File: src/rtl/bcd_seq_conv_pkg.sv
// bcd_seq_conv_pkg: shared FSM state enum and width/iteration constants for the BCD converter
package bcd_seq_conv_pkg;
  localparam int DATA_W  = 8;
  localparam int ITER_N  = 8;
  localparam int DIGIT_W = 4;
  localparam int SR_W    = 3 * DIGIT_W + DATA_W;
  typedef enum logic [1:0] {IDLE, SHIFT, DONE} state_t;
endpackage

File: src/rtl/bcd_seq_conv_add3.sv
// bcd_add3: double-dabble nibble correction (add 3 when >= 5); ports i_nib in, o_nib out
module bcd_add3
  import bcd_seq_conv_pkg::*;
(
  input  logic [DIGIT_W-1:0] i_nib,
  output logic [DIGIT_W-1:0] o_nib
);
  assign o_nib = (i_nib >= DIGIT_W'(5)) ? i_nib + DIGIT_W'(3) : i_nib;
endmodule

File: src/rtl/bcd_seq_conv.sv
// bcd_seq_conv: sequential 8-bit binary to 3-digit BCD converter (double dabble, 9-cycle latency); ports clk, rst_n (async low), start/num in, busy/done/sign/hundreds/tens/ones out; define BCD_SIGNED_EN for two's-complement input with sign output
module bcd_seq_conv
  import bcd_seq_conv_pkg::*;
(
  input  logic               clk,
  input  logic               rst_n,
  input  logic               start,
  input  logic [DATA_W-1:0]  num,
  output logic               busy,
  output logic               done,
  output logic               sign,
  output logic [DIGIT_W-1:0] hundreds,
  output logic [DIGIT_W-1:0] tens,
  output logic [DIGIT_W-1:0] ones
);
  state_t            r_state, w_next;
  logic [SR_W-1:0]   r_sr, w_adj, w_shift;
  logic [2:0]        r_cnt;
  logic              r_neg, w_neg, w_last;
  logic [DATA_W-1:0] w_mag;
`ifdef BCD_SIGNED_EN
  assign w_neg = num[DATA_W-1];
  // 8-bit negation leaves 0x80 as 0x80, which read unsigned is 128
  assign w_mag = w_neg ? DATA_W'(-num) : num;
`else
  assign w_neg = 1'b0;
  assign w_mag = num;
`endif
  assign w_adj[DATA_W-1:0] = r_sr[DATA_W-1:0];
  for (genvar d = 0; d < 3; d++) begin : g_add
    bcd_add3 u_add3 (
      .i_nib(r_sr[DATA_W + DIGIT_W*d +: DIGIT_W]),
      .o_nib(w_adj[DATA_W + DIGIT_W*d +: DIGIT_W])
    );
  end
  assign w_shift = {w_adj[SR_W-2:0], 1'b0};
  assign w_last  = r_cnt == 3'(ITER_N - 1);
  always_ff @(posedge clk or negedge rst_n) begin
    if (!rst_n) r_state <= IDLE;
    else        r_state <= w_next;
  end
  always_comb begin
    w_next = (r_state == IDLE)  ? (start  ? SHIFT : IDLE) :
             (r_state == SHIFT) ? (w_last ? DONE  : SHIFT) : IDLE;
    busy   = r_state != IDLE;
    done   = r_state == DONE;
  end
  always_ff @(posedge clk or negedge rst_n) begin
    if (!rst_n) begin
      r_sr     <= '0;
      r_cnt    <= '0;
      r_neg    <= 1'b0;
      sign     <= 1'b0;
      hundreds <= '0;
      tens     <= '0;
      ones     <= '0;
    end else if (r_state == IDLE && start) begin
      r_sr  <= {{(3*DIGIT_W){1'b0}}, w_mag};
      r_cnt <= '0;
      r_neg <= w_neg;
    end else if (r_state == SHIFT) begin
      r_sr  <= w_shift;
      r_cnt <= r_cnt + 3'd1;
      if (w_last) {sign, hundreds, tens, ones} <= {r_neg, w_shift[SR_W-1:DATA_W]};
    end
  end
endmodule
File: config.mk
export PLATFORM = sky130hd
export DESIGN_NAME = bcd_seq_conv
export DESIGN_NICKNAME = d
export VERILOG_FILES = /design/src/rtl/bcd_seq_conv_pkg.sv /design/src/rtl/bcd_seq_conv_add3.sv /design/src/rtl/bcd_seq_conv.sv
export SDC_FILE = /design/constraint.sdc
export NUM_CORES = 1
export LEC_CHECK = 0
export BUFFER_PORTS_ARGS = -buffer_cell sky130_fd_sc_hd__buf_2
export CAP_MARGIN = 20
export CORE_MARGIN = 4
export CORE_UTILIZATION = 51
export CTS_CLUSTER_SIZE = 8
export DETAILED_ROUTE_END_ITERATION = 10
export GPL_ROUTABILITY_DRIVEN = 0
export PLACE_DENSITY = 0.75
export RECOVER_POWER = 100
export SLEW_MARGIN = 30
export SYNTH_ARGS = -nofsm -noshare
export SYNTH_HDL_FRONTEND = slang
export SYNTH_SLANG_ARGS = --single-unit
File: constraint.sdc
create_clock -name clk -period 1.7 [get_ports clk]
set_clock_uncertainty 0.05 [all_clocks]
set_input_delay 0 -clock clk [delete_from_list [all_inputs] [get_ports clk]]
set_output_delay 0 -clock clk [all_outputs]
set_load 0.01 [all_outputs]
# [Word level (Yosys, flattened, before mapping)]
# Index checks and enable logic that the tools add are counted.
[word_totals] word_cells=33 input_bits=11 out_inout_bits=15 reg_bits=37
[op_classes] magnitude_cmp=3 eq_ne=3 reduce_logical=5 bitwise_logic=1 n_mux=11 addsub=4
[ops] cell="$mux W20" count=2
[ops] cell="$ge A4 B3 Y1 const B" count=3
[ops] cell="$mux W3" count=3
[ops] cell="$add A4 B2 Y4 const B" count=2
[ops] cell="$mux W4" count=2
[ops] cell="$mux W2" count=3
[ops] cell="$reduce_bool A2 Y1" count=2
[ops] cell="$add A3 B1 Y3 const B" count=1
[ops] cell="$add A3 B2 Y3 const B" count=1
[ops] cell="$eq A3 B3 Y1 const B" count=1
[ops] cell="$reduce_and A3 Y1" count=1
[ops] cell="$eq A2 B1 Y1 const B" count=1
[ops] cell="$eq A2 B2 Y1 const B" count=1
[ops] cell="$logic_not A2 Y1" count=1
[ops] cell="$logic_and A1 B1 Y1" count=1
[ops] cell="$mux W1" count=1
[ops] cell="$not A1 Y1" count=1

# [Longest topological paths before layout]
# Gate-level depths: netlist of the first run.
[depth] ltp_word=4 depth_mapped=6 depth_no_buf=6

# [Cells and area by module]
# Synthesis of the first run repeated with hierarchy kept, for this count alone.
[unflattened] hier_cells=158 area_unflattened_um2=1805.5
[by_module_without_submodules] module="bcd_seq_conv" area_each_um2=1501.4 cells_each=110 seq_area_each_um2=925.9 n_inst=1
[by_module_without_submodules] module="bcd_add3" area_each_um2=101.3 cells_each=16 seq_area_each_um2=0.0 n_inst=3

# [Worst setup path before layout of the first run]
# Ideal clock, no wire load.
[synth_timing] path_kind="reg-to-reg" from="register r_sr[8]" to="register r_sr[10]" setup_slack_ns=0.157 setup_ns=0.083 synth_period_minus_slack_ns=1.543 n_path_buf=0 t_required_ns=1.567 arrival_ns=1.410 path_stages_with_launch=7 path_cell_list="dfrtp_1 > inv_1 > ha_1 > nand2b_1 > a21oi_1 > mux2_2 > o21ai_0"
[synth_between] elab_chain_cells=4 word_cells_on_any_way=5 classes_between="1 x add/sub; 1 x order compare; 3 x mux"
[synth_rtl] item="start: declaration" line_no="bcd_seq_conv.sv:17" source="logic [SR_W-1:0] r_sr, w_adj, w_shift;"
[synth_rtl] item="start signal: assignment" line_no="bcd_seq_conv.sv:58" source="r_sr <= {{(3*DIGIT_W){1'b0}}, w_mag};"
[synth_rtl] item="start signal: assignment" line_no="bcd_seq_conv.sv:62" source="r_sr <= w_shift;"
[synth_rtl] item="$add A4 B2 Y4 or $ge A4 B3 Y1 (tied branches)" line_no="bcd_seq_conv_add3.sv:8" source="assign o_nib = (i_nib >= DIGIT_W'(5)) ? i_nib + DIGIT_W'(3) : i_nib;"
[synth_rtl] item="$mux W4 *" line_no="bcd_seq_conv_add3.sv:8"
[synth_rtl] item="$mux W20 *" line_no="bcd_seq_conv.sv:61" source="end else if (r_state == SHIFT) begin"
[synth_rtl] item="$mux W20 *" line_no="bcd_seq_conv.sv:57" source="end else if (r_state == IDLE && start) begin"
# Every way passes the cells marked *; elsewhere a longest branch is shown, timed or not. The select of a mux whose other input is x is not followed.
# A chain may end at the register's enable or synchronous reset.

# [Worst setup path after layout of the first run]
[layout_timing] from="register r_sr[12]" to="register r_sr[14]"
# Same word-level chain as after synthesis.

==> results of run 1 <==
-- sequential cells by signal, summed over array words and instances (netlist names) --
name      flops
r_sr         20
hundreds      4
ones          4
tens          4
r_cnt         3
r_state       2
-- placed cells by master (no fill, tap or decap), drive strengths merged --
| cell | n |
|---|---|
| nand2 | 27 |
| nor3b | 4 |
| clkbuf | 23 |
| o21bai | 1 |
| or2 | 1 |
| clkinv | 2 |
| ha | 8 |
| o21ai | 30 |
| buf | 17 |
| o22ai | 1 |
| a22o | 4 |
| a22oi | 7 |
| nor2b | 10 |
| a21oi | 14 |
| and2b | 1 |
| dfrtp | 37 |
| nand2b | 4 |
| or2b | 1 |
| nor2 | 4 |
| mux2 | 4 |
| conb | 1 |
| a2bb2oi | 2 |
| xnor2 | 3 |
| inv | 7 |
| dlygate4sd3 | 9 |
| o21a | 1 |
-- critical path, stage by stage (launching register included) --
cell      delay [ns]
dfrtp_1         0.40
inv_1           0.11
ha_2            0.22
nand2b_1        0.09
a21oi_2         0.17
mux2_2          0.38
o21ai_1         0.12
-- repair_timing --
item,CTS,global route
hold buffers,9,0
pin swaps,0,3
hold endpoints to repair,45,0
buffers inserted,0,3
setup endpoints to repair,2,6
gates resized for setup,1,6
-- final cells by class --
type / count / area (um2) / area share [%]
clock buffers: 6 / 72.6 / 3.28
clock inverters: 2 / 10.0 / 0.453
inverters: 7 / 26.3 / 1.19
multi-input cells: 128 / 857 / 38.8
flip-flops and latches: 37 / 926 / 41.9
well taps: 46 / 57.6 / 2.60
repair buffers: 43 / 260 / 11.8
-- metrics by stage --
step / std cells / power, mW / hold slack, ns
floorplan: 182 / 2.87 / -0.346
global placement: 249 / 3.26 / 0.0833
detailed placement: 249 / 3.37 / 0.0870
CTS: 266 / 4.00 / 0.126
global route: 269 / 4.38 / 0.195
finish: 269 / 3.99 / 0.135
-- logic make-up after synthesis --
| group | count (synthesis) | share of synthesized area (%) |
|---|---|---|
| adders and majority gates | 8 | 5.35 |
| AOI/OAI and AO/OA | 60 | 21.0 |
| DFF | 37 | 49.5 |
| muxes | 4 | 2.61 |
| and+or+nand+nor | 52 | 15.0 |
| xor gates and xnor gates | 3 | 1.41 |
| other | 1 | 0.201 |
| buffers and inverters | 17 | 4.89 |
-- routing by layer --
| layer | GRT usage, % | share of wire [%] | up-vias | routed length (um) |
|---|---|---|---|---|
| li1 | - | - | 707 | - |
| met1 | 21.2 | 43 | 696 | 1570 |
| met2 | 32.2 | 50 | 45 | 1820 |
| met3 | 5.02 | 5.9 | 9 | 218 |
| met4 | 9.18 | 1.6 | 0 | 57 |
| met5 | 0 | 0 | - | 0 |
-- power groups by stage --
stage | Combinational [mW] | Sequential, mW | Clock, mW
2_1_floorplan | 1.31 | 1.57 | 0
3_3_place_gp | 1.71 | 1.55 | 0
3_5_place_dp | 1.80 | 1.57 | 0
4_1_cts | 1.83 | 1.57 | 0.601
5_1_grt | 2.10 | 1.63 | 0.642
6_report | 1.83 | 1.58 | 0.582
-- how the worst max path moves through the flow --
stage / from / end
global placement: r_sr[8] / r_sr[10]
global route: r_sr[12] / r_sr[14]
finish: r_sr[12] / r_sr[14]
detailed placement: r_sr[17] / hundreds[2]
floorplan: r_sr[8] / r_sr[10]
CTS: r_sr[9] / r_sr[10]
-- synth_stat cells, drive strengths merged, types with 2 or more instances --
cell type,count,area share [%]
a21oi,14,3.7
a22o,4,1.9
a22oi,7,2.8
a2bb2oi,2,1.6
buf,8,3.1
clkbuf,2,0.40
dfrtp,37,50
ha,8,5.4
inv,7,1.4
mux2,4,2.6
nand2,27,5.6
nand2b,4,1.3
nor2,4,1.6
nor2b,10,3.7
nor3b,4,1.6
o21ai,30,9.6
xnor2,3,1.4
==> results.toml, run 1 <==
[status]
outcome = "complete, no violations"

[clocking]
cts_buffers = 5
root_buffer = "clkbuf_8"
htree_levels = 2
cts_sinks = 37
cts_tree = "yes"
cts.path.max_buffers = 2
path_clk_slew_ns = 0.07
insertion_delay_ns = 0.29

[yosys]
ys_async_sr_fraction_pct = 100
synth_seq_cells = 37
syn_inst = 182
netlist_area_um2 = 1870
synth_cell_type_count = 32
synth_edf_count = 0
synthesis.nets = 201
ys_warn_count = 0
yosys_most_used_dff = "dfrtp_1"
yosysSeqAreaShare_pct = 49.5
syn_area_per_cell_um2 = 10.3

[hold_path]
min_path_type = "input port to flip-flop"
hold-path-endpoint = "r_sr[3]"
min_path_cells = 4
hold_path.startpoint = "start"

[global_routing]
grt_usage_pct = 18.7
antenna_found_initial = 0
first_global_vias = 1514
grt_max_degree = 38
overflow = 0
grt_pass1_wl_um = 6530

[floorplanning]
rows = 21
chipWidth_um = 68.5
die_area_um2 = 4700
floorplan.initialDensity_pct = 54.3
core_um2 = 3440
die_h_um = 68.5
num_io_pins = 26

[finish]
final_area_um2 = 2210
diodes = 0
finalNetCount = 241
synthToLayoutAreaGrowth_pct = 18.2
utilization_pct = 64.2
fill_cells = 294
drive_above_1_share_pct = 22.9

[placement]
dp_slack_ns = 0.0246
io_buffers = 24
dpl_cell_area_um2 = 2030
dp_hpwl_um = 2520

[flow_run]
maxCapViolations = 0

[critical_path]
critPathCaptureType = "flip-flop"
crit_type = "flip-flop to flip-flop"
worstRegToRegCells = 6
crit_arrival_ns = 1.77
critical_path.max_fanout = 4
timing.rr.end = "r_sr[14]"
cp_data_required_time_ns = 1.87
reg2reg_setup_slack_ns = 0.09
r2r-start = "r_sr[12]"
cp-start-kind = "flip-flop"

[timing]
finalHoldViolCount = 0
min_period_ns = 1.61
period_share_pct = 94.6
relSlewSlack_pct = 40.8
layout_setup_ws_ns = 0.0913
setup_viol_count_final = 0
fin_setup_tns_ns = 0
fmax_mhz = 622
tightest_slew_ns = 0.888
maxSlewViolCount = 0

[power]
powerDensity_nw_per_um2 = 1810
ir_worst_vdd_mv = 0.877
p_comb_share_pct = 45.9
seq_power_share_pct = 39.5
power.internal_mw = 2.40
p_leak_nw = 1.01
switching_share_pct = 39.8
clkPwrFrac_pct = 14.6
switchingPower_mw = 1.59

[detailed_routing]
routed_via_density = 5.42
dr.pass1.iters = 4
drt_wl_total_um = 3670
drtIter0Drc = 113
antenna_left = 0
drc = 0
dr_total_vias = 1457
wl_per_cell_um = 13.6
Note: power is estimated with default switching activity, not from simulation.
==> run 2, diff against run 1 <==
- CTS_BUF_LIST: default -> sky130_fd_sc_hd__clkbuf_16
==> run 2 against run 1 <==
Compared with the run above: first-iteration DRC count down 23%; utilization up 1.5 points; largest power group unchanged; die area unchanged; via count down 0.55%; final cell count down 0.37%; combinational power up 2%; sequential cell count unchanged; worst setup slack about the same.
==> results.toml, run 2 (synthesis results as in run 1) <==
[critical_path]
critical_path.max_fanout = 3
crit_arrival_ns = 1.76
timing.rr.end = "r_sr[18]"
worstRegToRegCells = 6
cp_data_required_time_ns = 1.85
critPathCaptureType = "flip-flop"
r2r-start = "r_sr[17]"
crit_type = "flip-flop to flip-flop"
cp-start-kind = "flip-flop"
reg2reg_setup_slack_ns = 0.09

[floorplanning]
die_area_um2 = 4700
die_h_um = 68.5
chipWidth_um = 68.5
core_um2 = 3440
rows = 21
floorplan.initialDensity_pct = 54.3
num_io_pins = 26

[hold_path]
hold_path.startpoint = "start"
min_path_type = "input port to flip-flop"
min_path_cells = 4
hold-path-endpoint = "r_sr[3]"

[clocking]
cts.path.max_buffers = 2
root_buffer = "clkbuf_16"
cts_tree = "yes"
cts_buffers = 5
htree_levels = 2
insertion_delay_ns = 0.28
cts_sinks = 37
path_clk_slew_ns = 0.06

[timing]
period_share_pct = 94.6
fmax_mhz = 622
finalHoldViolCount = 0
min_period_ns = 1.61
tightest_slew_ns = 0.884
maxSlewViolCount = 0
relSlewSlack_pct = 41.1
layout_setup_ws_ns = 0.0914
setup_viol_count_final = 0

[finish]
synthToLayoutAreaGrowth_pct = 21.0
diodes = 0
largest-register = "r_sr"
utilization_pct = 65.7
layout_common_cells = "dfrtp_1 (37), nand2_1 (26), o21ai_0 (19)"
largest_reg_flops = 20
stdcell_count = 268
fill_cells = 291
final_area_um2 = 2260
finalNetCount = 240
layout_commonest_cell = "dfrtp_1"
drive_above_1_share_pct = 22.5
multi_input_area_um2 = 862
layout.area.seq_um2 = 926

[power]
powerDensity_nw_per_um2 = 1910
ir_worst_vdd_mv = 0.948
power.total_mw = 4.32
p_leak_nw = 1.04

[global_routing]
antenna_found_initial = 0
first_global_vias = 1564
grt_pass1_wl_um = 6670
grt_max_degree = 38
overflow = 0
grt_usage_pct = 19.6

[detailed_routing]
drc = 0
antenna_left = 0
dr.pass1.iters = 4
drtIter0Drc = 87
routed_via_density = 5.41
drt_wl_total_um = 3860
wl_per_cell_um = 14.4
dr_total_vias = 1449

[placement]
dpl_cell_area_um2 = 2030
place_inst = 249
io_buffers = 24
dp_hpwl_um = 2520
dp_slack_ns = 0.0246

[status]
outcome = "complete, no violations"

[flow_run]
maxCapViolations = 0
-- run 2: worst max path at each step --
stage,end,start,cells after the start,slack [ns]
after global placement,r_sr[10],r_sr[8],6,0.08
after floorplan,r_sr[10],r_sr[8],6,0.16
final,r_sr[18],r_sr[17],6,0.09
after CTS,r_sr[10],r_sr[8],6,0.007
after detailed placement,hundreds[2],r_sr[17],6,0.02
after global routing,r_sr[9],r_sr[8],7,-0.03
-- run 2: cell type report --
type	instances	area share (%)
well taps	46	2.55
flip-flops and latches	37	41.0
clock buffers	5	5.53
clock inverters	3	0.609
multi-input cells	128	38.1
repair buffers	42	11.1
inverters	7	1.16
-- run 2: stage by stage --
stage                     hold slack, ns  TNS [ns]
after global routing               0.211   -0.0647
final                              0.152         0
after global placement            0.0833         0
after detailed placement          0.0870         0
after CTS                          0.137         0
after floorplan                   -0.346         0
-- run 2: critical path: stages, from the launching register on --
cell and delay, ns:
dfrtp_1 0.38, inv_1 0.12, ha_1 0.21, nand2b_1 0.08
a21oi_2 0.19, mux2_2 0.37, o21ai_0 0.14
-- run 2: per-layer routing --
| layer | vias up | track usage (%) | share of wire (%) |
|---|---|---|---|
| li1 | 702 | - | - |
| met1 | 689 | 20.8 | 41 |
| met2 | 48 | 33.3 | 51 |
| met3 | 10 | 5.67 | 5.8 |
| met4 | 0 | 13.6 | 2.4 |
| met5 | - | 0 | 0 |
-- run 2: power by group --
group / leakage [nW] / switching, mW / internal (mW)
logic: 0.493 / 1.02 / 0.848
clock network: 0.0748 / 0.333 / 0.531
registers: 0.472 / 0.315 / 1.27
-- run 2: repair_timing --
action	in CTS	in global routing
endpoints found under the hold margin	45	0
buffers inserted	0	2
endpoints found under the setup margin	0	6
gates resized for setup	0	7
hold buffers	9	0
==> run 3, diff against run 2 <==
- CELL_PAD_IN_SITES_DETAIL_PLACEMENT: default -> 0
- CELL_PAD_IN_SITES_GLOBAL_PLACEMENT: default -> 2
- CORE_UTILIZATION: 51 -> 36
- PLACE_DENSITY: 0.75 -> default
- PLACE_DENSITY_LB_ADDON: default -> 0.1
- clock period: 1.7 -> 1.8 ns (I/O delays scaled with it)
==> run 3 against run 2 <==
Compared with the run above: worst setup slack better by 0.018 ns; critical path type unchanged; hold slack got worse by 0.15 ns; critical path depth unchanged; sequential power down 6%; combinational power is 16% lower; final cell count up 6.0%; global-route usage decreased by 6.1 points; final area fell by 1.7%; die area is 36% higher; via count shrank 5.7%.
==> results.toml, run 3 (synthesis results as in run 1) <==
[critical_path]
crit_path_max_incr_delay_ns = 0.41
timing.rr.end = "r_sr[10]"
crit_arrival_ns = 1.83
worstRegToRegCells = 6
cp_data_required_time_ns = 1.94
reg2reg_setup_slack_ns = 0.11
crit_chain = "inv_1 -> ha_1 -> nand2b_1 -> a21oi_1 -> mux2_2 -> o21ai_0"
cp-start-kind = "flip-flop"
crit_path_start = "r_sr[8]"
critical_path.max_fanout = 4
crit_type = "flip-flop to flip-flop"
critPathSlowestCell = "dfrtp_1"
r2r-start = "r_sr[8]"
critPathCaptureType = "flip-flop"

[placement]
dpl_cell_area_um2 = 2070
dp_hpwl_um = 2740
place_inst = 269
dp_slack_ns = 0.105
io_buffers = 24

[detailed_routing]
drc = 0
routed_via_density = 4.81
drtIter0Drc = 39
antenna_left = 0
wl_per_cell_um = 13.5
dr_total_vias = 1367
drt_wl_total_um = 3830
dr.pass1.iters = 4

[hold_path]
hold-path-endpoint = "r_sr[6]"
hold_path.startpoint = "num[6]"
min_path_cells = 3
min_path_type = "input port to flip-flop"

[finish]
drive_above_1_share_pct = 14.7
largest_reg_flops = 20
largest-register = "r_sr"
stdcell_count = 284
synthToLayoutAreaGrowth_pct = 18.9
utilization_pct = 45.5
fill_cells = 511
layout_common_cells = "dfrtp_1 (37), nand2_1 (27), o21ai_0 (22)"
layout_commonest_cell = "dfrtp_1"
finalNetCount = 236
final_area_um2 = 2220
diodes = 0

[floorplanning]
chipWidth_um = 80.1
die_h_um = 80.1
die_area_um2 = 6410
rows = 25
floorplan.initialDensity_pct = 38.3
num_io_pins = 26
core_um2 = 4880

[clocking]
path_clk_slew_ns = 0.05
cts_tree = "yes"
cts_setup_buffers = 0
cts_sinks = 37
cts.path.max_buffers = 2
htree_levels = 2
cts_buffers = 5
root_buffer = "clkbuf_16"
insertion_delay_ns = 0.27

[timing]
finalHoldViolCount = 0
setup_viol_count_final = 0
tightest_slew_ns = 0.922
period_share_pct = 93.9
relSlewSlack_pct = 38.5
fmax_mhz = 592
fin_setup_tns_ns = 0
min_period_ns = 1.69
grt_setup_unrepaired = "false"
maxSlewViolCount = 0
layout_setup_ws_ns = 0.110

[flow_run]
maxCapViolations = 0

[global_routing]
antenna_found_initial = 0
grt_pass1_wl_um = 6560
grt_usage_pct = 13.5
overflow = 0
grt_max_degree = 38
first_global_vias = 1350

[power]
p_leak_nw = 1.00
powerDensity_nw_per_um2 = 1730
ir_worst_vdd_mv = 0.699

[status]
outcome = "complete, no violations"
## run 3: cell types whose count changed in the layout (fill, tap and decap cells not counted), sizes merged
cell         before  now
dlygate4sd3       9    8
clkinv            2    1
buf              16   13
## run 3: power breakdown
group	total [mW]	switching, mW	internal, mW
clock	0.787	0.293	0.494
combinational	1.57	0.869	0.697
sequential	1.49	0.286	1.20
total	3.84	1.45	2.39
## run 3: layer usage
metal  GRT usage [%]  routed length (um)  vias up
li1                -                   -      691
met1            18.0                1830      660
met2            20.6                1860       14
met3            3.14                 106        2
met4            6.08                  32        0
met5               0                   0        -
## run 3: worst max path at each step
stage / endpoint
after CTS: r_sr[10]
after global routing: tens[2]
final: r_sr[10]
after global placement: r_sr[10]
after floorplan: r_sr[10]
after detailed placement: r_sr[10]
## run 3: critical path: cells and delay by family, from the launching register on
family,cells,cell delay (ns)
buf+inv,1,0.10
flops,1,0.41
mux,1,0.39
simple gates,1,0.08
compound gates,2,0.38
fa+ha+maj,1,0.20
## run 3: repair_timing
| action | 4_1_cts | 5_1_grt |
|---|---|---|
| setup endpoints to repair | 0 | 1 |
| hold buffers | 8 | 0 |
| endpoints found under the hold margin | 44 | 0 |
| resized for setup | 0 | 1 |
## run 3: final cells by class
type | count | area [um2] | area share (%)
Sequential cell | 37 | 926 | 41.7
Inverter | 7 | 26.3 | 1.18
Multi-Input combinational cell | 128 | 820 | 36.9
Tap cell | 67 | 83.8 | 3.77
Clock buffer | 5 | 125 | 5.63
Timing Repair Buffer | 38 | 234 | 10.5
Clock inverter | 2 | 7.51 | 0.338
## run 3: through the flow
step	power [mW]	hold WS [ns]
after floorplan	2.71	-0.346
after global placement	3.13	0.0941
after detailed placement	3.22	0.107
after CTS	4.05	0.00643
after global routing	4.19	0.0442
final	3.84	0.00464
